[src/rtl/afu_csr_pkg.sv]
// Shared definitions for the AFU MMIO CSR endpoint: CSR byte offsets, MMIO channel structs,
// MMIO length encodings and the read-pipeline stage record.
package afu_csr_pkg;

    localparam logic [15:0] CSR_DFH          = 16'h0000;
    localparam logic [15:0] CSR_ID_L         = 16'h0008;
    localparam logic [15:0] CSR_ID_H         = 16'h0010;
    localparam logic [15:0] CSR_RSVD0        = 16'h0018;
    localparam logic [15:0] CSR_RSVD1        = 16'h0020;
    localparam logic [15:0] CSR_SCRATCH      = 16'h0028;
    localparam logic [15:0] CSR_CTRL         = 16'h0030;
    localparam logic [15:0] CSR_STATUS       = 16'h0038;
    localparam logic [15:0] CSR_UNMAPPED_CNT = 16'h0040;

    // 64-bit register index: MMIO DWord address bits [15:1]
    typedef logic [14:0] t_csr_idx;

    typedef enum logic [1:0] {
        MMIO_LEN_4B  = 2'b00,
        MMIO_LEN_8B  = 2'b01,
        MMIO_LEN_64B = 2'b10
    } t_mmio_len;

    typedef struct packed {
        logic [15:0] address;
        logic [1:0]  length;
        logic [8:0]  tid;
    } t_ccip_c0_ReqMmioHdr;

    typedef struct packed {
        t_ccip_c0_ReqMmioHdr hdr;
        logic [63:0]         data;
        logic                mmioRdValid;
        logic                mmioWrValid;
    } t_if_ccip_c0_Rx;

    typedef struct packed {
        logic [8:0] tid;
    } t_ccip_c2_RspMmioHdr;

    typedef struct packed {
        t_ccip_c2_RspMmioHdr hdr;
        logic                mmioRdValid;
        logic [63:0]         data;
    } t_if_ccip_c2_Tx;

    typedef struct packed {
        logic       valid;
        logic [8:0] tid;
        t_csr_idx   idx;
        logic [1:0] len;
        logic       hi;
    } t_rd_stage;

    function automatic t_csr_idx csr_idx(input logic [15:0] byte_off);
        return t_csr_idx'(byte_off >> 3);
    endfunction

endpackage

[src/rtl/afu_mmio_csr.sv]
// AFU MMIO CSR endpoint: DFH/ID header, scratch, control and status registers with a
// fixed two-cycle read response. Define MMIO_UNMAPPED_CNT_EN to add the unmapped-access counter at 0x40.
module afu_mmio_csr
    import afu_csr_pkg::*;
#(
    parameter logic [63:0] DFH_VALUE = 64'h1000_0000_0000_1000,
    parameter logic [63:0] AFU_ID_L  = 64'h0,
    parameter logic [63:0] AFU_ID_H  = 64'h0,
    parameter logic [63:0] CTRL_RST  = 64'h0
) (
    input  logic           afu_clk,
    input  logic           reset,
    input  t_if_ccip_c0_Rx cp2af_mmio_c0rx,
    output t_if_ccip_c2_Tx af2cp_c2tx,
    output logic [63:0]    ctrl_o,
    output logic           ctrl_wr_pulse,
    input  logic [63:0]    status_i
);

    localparam t_csr_idx IDX_DFH     = csr_idx(CSR_DFH);
    localparam t_csr_idx IDX_ID_L    = csr_idx(CSR_ID_L);
    localparam t_csr_idx IDX_ID_H    = csr_idx(CSR_ID_H);
    localparam t_csr_idx IDX_RSVD0   = csr_idx(CSR_RSVD0);
    localparam t_csr_idx IDX_RSVD1   = csr_idx(CSR_RSVD1);
    localparam t_csr_idx IDX_SCRATCH = csr_idx(CSR_SCRATCH);
    localparam t_csr_idx IDX_CTRL    = csr_idx(CSR_CTRL);
    localparam t_csr_idx IDX_STATUS  = csr_idx(CSR_STATUS);

    t_csr_idx         req_idx;
    logic [1:0]       req_len;
    logic [1:0]       wr_lane;
    logic [1:0][31:0] wdata_lane;
    logic             ctrl_hit;

    logic [63:0] scratch_reg, scratch_next;
    logic [63:0] ctrl_reg, ctrl_next;
    logic        ctrl_wr_pulse_reg;

    t_rd_stage      rd_stage_reg, rd_stage_next;
    t_if_ccip_c2_Tx c2_reg;
    logic [63:0]    reg_val;
    logic [63:0]    rsp_data;
    logic [31:0]    rsp_dw;

    assign req_idx = cp2af_mmio_c0rx.hdr.address[15:1];
    assign req_len = cp2af_mmio_c0rx.hdr.length;

    // Lane enables for the two 32-bit halves; 64B writes touch nothing
    always_comb begin
        wr_lane = 2'b00;
        if (cp2af_mmio_c0rx.mmioWrValid) begin
            if (req_len == MMIO_LEN_8B) begin
                wr_lane = 2'b11;
            end else if (req_len == MMIO_LEN_4B) begin
                wr_lane = cp2af_mmio_c0rx.hdr.address[0] ? 2'b10 : 2'b01;
            end
        end
    end

    for (genvar gi = 0; gi < 2; gi++) begin : g_lane
        if (gi == 0) begin : g_lo
            assign wdata_lane[gi] = cp2af_mmio_c0rx.data[31:0];
        end else begin : g_hi
            // a 4B write to the upper dword carries its payload in data[31:0]
            assign wdata_lane[gi] = (req_len == MMIO_LEN_4B) ? cp2af_mmio_c0rx.data[31:0]
                                                            : cp2af_mmio_c0rx.data[63:32];
        end
        assign scratch_next[gi*32 +: 32] = (wr_lane[gi] && req_idx == IDX_SCRATCH) ?
                                           wdata_lane[gi] : scratch_reg[gi*32 +: 32];
        assign ctrl_next[gi*32 +: 32]    = (wr_lane[gi] && req_idx == IDX_CTRL) ?
                                           wdata_lane[gi] : ctrl_reg[gi*32 +: 32];
    end

    assign ctrl_hit = (|wr_lane) && (req_idx == IDX_CTRL);

    always_ff @(posedge afu_clk) begin
        if (reset) begin
            scratch_reg       <= '0;
            ctrl_reg          <= CTRL_RST;
            ctrl_wr_pulse_reg <= 1'b0;
        end else begin
            scratch_reg       <= scratch_next;
            ctrl_reg          <= ctrl_next;
            ctrl_wr_pulse_reg <= ctrl_hit;
        end
    end

`ifdef MMIO_UNMAPPED_CNT_EN
    localparam t_csr_idx IDX_CNT = csr_idx(CSR_UNMAPPED_CNT);

    logic [31:0] unmapped_cnt_reg, unmapped_cnt_next;
    logic        rd_unmapped, wr_unmapped;
    logic [32:0] cnt_sum;

    // Reads of the reserved words are mapped; any write outside the writable set counts
    always_comb begin
        rd_unmapped = cp2af_mmio_c0rx.mmioRdValid && (req_idx > IDX_CNT);
        wr_unmapped = cp2af_mmio_c0rx.mmioWrValid &&
                      !(req_idx == IDX_SCRATCH || req_idx == IDX_CTRL || req_idx == IDX_CNT);
        cnt_sum     = {1'b0, unmapped_cnt_reg} + {32'h0, rd_unmapped} + {32'h0, wr_unmapped};
        if (cp2af_mmio_c0rx.mmioWrValid && req_idx == IDX_CNT) begin
            unmapped_cnt_next = '0;
        end else if (cnt_sum[32]) begin
            unmapped_cnt_next = 32'hFFFF_FFFF;
        end else begin
            unmapped_cnt_next = cnt_sum[31:0];
        end
    end

    always_ff @(posedge afu_clk) begin
        if (reset) begin
            unmapped_cnt_reg <= '0;
        end else begin
            unmapped_cnt_reg <= unmapped_cnt_next;
        end
    end
`endif

    always_comb begin
        rd_stage_next       = '0;
        rd_stage_next.valid = cp2af_mmio_c0rx.mmioRdValid;
        rd_stage_next.tid   = cp2af_mmio_c0rx.hdr.tid;
        rd_stage_next.idx   = req_idx;
        rd_stage_next.len   = req_len;
        rd_stage_next.hi    = cp2af_mmio_c0rx.hdr.address[0];
    end

    // Decode happens one cycle after the request so a write in the request cycle is visible
    always_comb begin
        reg_val = 64'h0;
        case (rd_stage_reg.idx)
            IDX_DFH:              reg_val = DFH_VALUE;
            IDX_ID_L:             reg_val = AFU_ID_L;
            IDX_ID_H:             reg_val = AFU_ID_H;
            IDX_RSVD0, IDX_RSVD1: reg_val = 64'h0;
            IDX_SCRATCH:          reg_val = scratch_reg;
            IDX_CTRL:             reg_val = ctrl_reg;
            IDX_STATUS:           reg_val = status_i;
`ifdef MMIO_UNMAPPED_CNT_EN
            IDX_CNT:              reg_val = {32'h0, unmapped_cnt_reg};
`endif
            default:              reg_val = 64'h0;
        endcase
        rsp_dw   = rd_stage_reg.hi ? reg_val[63:32] : reg_val[31:0];
        rsp_data = 64'h0;
        if (rd_stage_reg.len == MMIO_LEN_8B) begin
            rsp_data = reg_val;
        end else if (rd_stage_reg.len == MMIO_LEN_4B) begin
            rsp_data = {rsp_dw, rsp_dw};
        end
    end

    always_ff @(posedge afu_clk) begin
        if (reset) begin
            rd_stage_reg <= '0;
            c2_reg       <= '0;
        end else begin
            rd_stage_reg       <= rd_stage_next;
            c2_reg.mmioRdValid <= rd_stage_reg.valid;
            if (rd_stage_reg.valid) begin
                c2_reg.hdr.tid <= rd_stage_reg.tid;
                c2_reg.data    <= rsp_data;
            end
        end
    end

    assign af2cp_c2tx    = c2_reg;
    assign ctrl_o        = ctrl_reg;
    assign ctrl_wr_pulse = ctrl_wr_pulse_reg;

endmodule

[config.mk]
export PLATFORM = sky130hd
export DESIGN_NAME = afu_mmio_csr
export DESIGN_NICKNAME = d
export VERILOG_FILES = /design/src/rtl/afu_csr_pkg.sv /design/src/rtl/afu_mmio_csr.sv
export SDC_FILE = /design/constraint.sdc
export NUM_CORES = 1
export LEC_CHECK = 0
export BUFFER_PORTS_ARGS = -buffer_cell sky130_fd_sc_hd__buf_4
export CORE_ASPECT_RATIO = 1.75
export CORE_MARGIN = 8
export CORE_UTILIZATION = 45
export DETAILED_ROUTE_END_ITERATION = 10
export GPL_TIMING_DRIVEN = 0
export PLACE_DENSITY = 0.73
export RECOVER_POWER = 100
export SETUP_SLACK_MARGIN = 0.1
export SLEW_MARGIN = 15
export SYNTH_ARGS = -nofsm -noshare
export SYNTH_HDL_FRONTEND = slang
export SYNTH_SLANG_ARGS = --single-unit
[constraint.sdc]
create_clock -name afu_clk -period 4 [get_ports afu_clk]
set_input_delay 0.8 -clock afu_clk [delete_from_list [all_inputs] [get_ports afu_clk]]
set_output_delay 0.8 -clock afu_clk [all_outputs]
set_load 0.02 [all_outputs]
---- After elaboration in Yosys (flattened, before gate mapping) ----
Cells that the tools add are included.
operators by class
  shift-type cells ........................ 0
  eq/ne operators ......................... 7
  reductions and logical operators ........ 9
  order comparisons ....................... 0
  multiply operators ...................... 0
  add/subtract/negate cells ............... 0
  divide/modulo/power cells ............... 0
  bitwise operators ....................... 0
  mux-type cells .......................... 9
operators with widths
  cell                                             count
  one-hot mux 64 bit (4 select lines)              1
  two-way mux 64 bit                               2
  == test 15 x 3 -> 1 bit (second input constant)  5
  two-way mux 32 bit                               2
  logical NOT 15 bit                               1
  two-way mux 2 bit                                4
  logical AND 1 bit                                5
  == test 2 x 1 -> 1 bit (second input constant)   2
  logical NOT 2 bit                                2
  OR reduction 2 bit                               1
storage, ports and cells
  ROM bits ................................ 0
  RAM bits ................................ 0
  bits in latches ......................... 0
  bits of input ports ..................... 159
  memories kept ........................... 0
  flip-flop bits (word level) ............. 231

---- Longest topological paths before layout ----
  depth after elaboration ................. 6
  depth in mapped cells ................... 7
  depth with buffers taken out ............ 4

---- Least setup slack after synthesis ----
Ideal clock, no wire load.
  path kind ............................... input to register
  start point ............................. in cp2af_mmio_c0rx[83] in the netlist's numbering
  end point ............................... reg scratch_reg[32]
  arrival time ............................ 2.062 ns
  buffers on the path ..................... 2
  stages .................................. 6
  slack ................................... 1.800 ns
  cells stage by stage .................... nor4b_1 > and4_1 > and3_1 > clkbuf_1 > clkbuf_1 > a211oi_1
on the way
  word-level cells in the longest chain between the ends .. 2
RTL lines
  what                     RTL line            RTL
  start, declared          afu_mmio_csr.sv:13  input t_if_ccip_c0_Rx cp2af_mmio_c0rx,
  == test 15 x 3 -> 1 bit  afu_mmio_csr.sv:68  assign scratch_next[gi*32 +: 32] = (wr_lane[gi] && req_idx == IDX_SCRATCH) ?
  logical AND 1 bit        afu_mmio_csr.sv:68
  end signal, assigned     afu_mmio_csr.sv:82  scratch_reg <= scratch_next;
  end, declared            afu_mmio_csr.sv:35  logic [63:0] scratch_reg, scratch_next;
Every way passes these cells.
A chain may end at the register's enable or synchronous reset.

---- Final worst setup path ----
  start point ............................. in cp2af_mmio_c0rx[83] in the netlist's numbering
  end point ............................... reg ctrl_reg[57] (netlist: ctrl_o[57])
on the way
  word-level cells in the longest chain between the ends .. 2
RTL lines
  what                     RTL line            RTL
  == test 15 x 3 -> 1 bit  afu_mmio_csr.sv:70  assign ctrl_next[gi*32 +: 32] = (wr_lane[gi] && req_idx == IDX_CTRL) ?
  logical AND 1 bit        afu_mmio_csr.sv:70
  end signal, assigned     afu_mmio_csr.sv:83  ctrl_reg <= ctrl_next;
  end, declared            afu_mmio_csr.sv:36  logic [63:0] ctrl_reg, ctrl_next;
Every way passes these cells.

==> flow_summary.toml <==
[setup_path]
path_class = "in2reg"
path_cells = "clkbuf_1, nor4b_1, and4_1, clkbuf_1, clkbuf_1, a31oi_1, a211oi_1"
crit_fanout = 10
cpMostUsedCell = "clkbuf_1"
worstSetupEndpointType = "register"
crit_required_ns = 4.42
critPathLaunchType = "primary input"
cp_slowest_cell = "clkbuf_1"
critPathMaxStageDelay_ns = 0.61
worstPathArrival_ns = 3.24

[sta]
rsz0062_at_grt = "false"
finClkSkew_ns = 0.0175
final.setup.tns_ns = 0
worst_pin_slew_ns = 0.918
layout_setup_ws_ns = 1.19
hold_viol_final = 0
finalMaxSlewViolations = 0
min_period_ns = 2.81
slew_headroom_pct = 38.8
min_period_over_period_pct = 70.3
whs_ns = 0.460
fmax_mhz = 355
finalSetupViolCount = 0

[logic_synthesis]
synth-edff-count = 0
ys_ff_latch = 231
synth_cell_types = 37
synth_ff_type = "dfxtp_1"
syn_nets = 1300
syn_avg_cell_area_um2 = 9.37
synth_seq_area_share_pct = 43.3
netlist_area_um2 = 10700
ys.warnings.count = 0
async_reset_ff_share_pct = 0
netlist_instances = 1141

[clock_tree]
post_cts_resized = 0
cts.clk_slew.worst_paths_ns = 0.07
cts_sinks = 231
cts_max_path_buffers = 3
cts_setup_buffers = 0
h-tree-depth = 1
cts_root_buffer = "clkbuf_16"
hold_buffers = 0
cts_buffers = 22
clock_latency_ns = 0.52
cts_tree = "yes"

[floorplanning]
die-area_um2 = 29100
die-height_um = 220
std_cell_rows = 74
coreArea_um2 = 23300
initial_core_util_pct = 45.8
ios = 298
die_w_um = 132

[routing]
route.detailed.drc = 0
routed-via-count = 11200
routed_wirelength_mm = 46.6
routed_via_density = 6.31
drt_iter0_markers = 1057
dr.pass1.iters = 5
drtAntennaViolNets = 0
wire_per_inst_um = 26.1

[global_route]
grt_pass1_wl_mm = 68.7
grt_pass1_vias = 11500
grt_usage_pct = 30.4
grt_max_degree = 16
overflow = 0
antenna_found_initial = 1

[final_layout]
final_util_pct = 58.0
drive_above_1_share_pct = 19.4
final_area_um2 = 13500
syn_to_final_growth_pct = 26.7
largest_reg_flops = 74
finalNonFillerCells = 1783
nNetsFinal = 1621

[placement]
dp_cells = 1742
hpwl_mm = 36.8
placed_area_um2 = 13300
gp_congestion = 0.968
port_buffers = 297
dp_slack_ns = 1.08

[run]
maxCapViolCount = 0

[min_path]
holdCritPathClass = "reg2reg"

[power]
peakVddDrop_v = 0.000317
totalPowerFinal_mw = 5.33
p_leak_nw = 4.63
power_density_nw_per_um2 = 394

[run_status]
status = "finished clean"
==> per-layer routing <==
layer	up-vias	part of all wire [%]	global-route usage [%]
li1	5081	-	-
met1	5339	36	32.6
met2	668	51	55.7
met3	157	7.3	4.74
met4	0	5.5	17.0
met5	-	0	0
==> cell families after synthesis <==
group	count (synthesis)	synth area share, %
AOI/OAI and AO/OA	444	28.9
DFF	231	43.3
and+or+nand+nor	215	11.4
buffers and inverters	146	5.84
muxes	105	10.6
==> report_power, final <==
| part | total (mW) | internal [mW] | switching, mW |
|---|---|---|---|
| Combinational | 0.655 | 0.239 | 0.416 |
| Sequential | 2.39 | 2.35 | 0.0331 |
| Clock | 2.29 | 1.35 | 0.944 |
| Total | 5.33 | 3.94 | 1.39 |
==> synthesized netlist by cell type (43+ instances only) <==
cell type,count,area (um2)
a211oi_1,122,916
a21oi_1,64,320
a22o_1,62,543
a31oi_1,66,413
a32oi_1,60,526
clkbuf_1,111,417
dfxtp_1,231,4620
mux2_2,62,698
mux2i_1,43,430
nand4_1,70,438
nor2_1,75,282
o21ai_0,64,320
==> layout by cell type (no fill, tap or decap), types with 62 or more instances in the layout <==
cell type / n
nand4_1: 70
clkbuf_1: 265
buf_4: 155
a22o_1: 62
mux2_2: 62
a21oi_1: 64
o21ai_0: 64
nor2_1: 75
a211oi_1: 122
dfxtp_1: 231
a31oi_1: 66
==> path summary, 6_finish.rpt <==
path                       start              to  slack, ns  cells after the start
max          cp2af_mmio_c0rx[83]      ctrl_o[57]       1.19                      7
min               af2cp_c2tx[60]  af2cp_c2tx[60]       0.46                      2
max reg2reg      rd_stage_reg[3]  af2cp_c2tx[14]       1.47                      7
min reg2reg       af2cp_c2tx[60]  af2cp_c2tx[60]       0.46                      2
==> layout make-up <==
cell class | count | area [um2]
fill | 2259 | 9800
multi-input combinational | 764 | 5440
sequential | 231 | 4620
timing repair buffer | 297 | 1700
buffer | 146 | 612
clock buffer | 27 | 611
tap | 304 | 380
clock inverter | 13 | 171
antenna | 1 | 2.50
==> critical path: cells and delay by family <==
kind / cells / cell delay, ns
AOI/OAI and AO/OA: 2 / 0.43
and+or+nand+nor: 2 / 0.87
buffers and inverters: 3 / 1.12
Note: power is estimated with default switching activity, not from simulation.
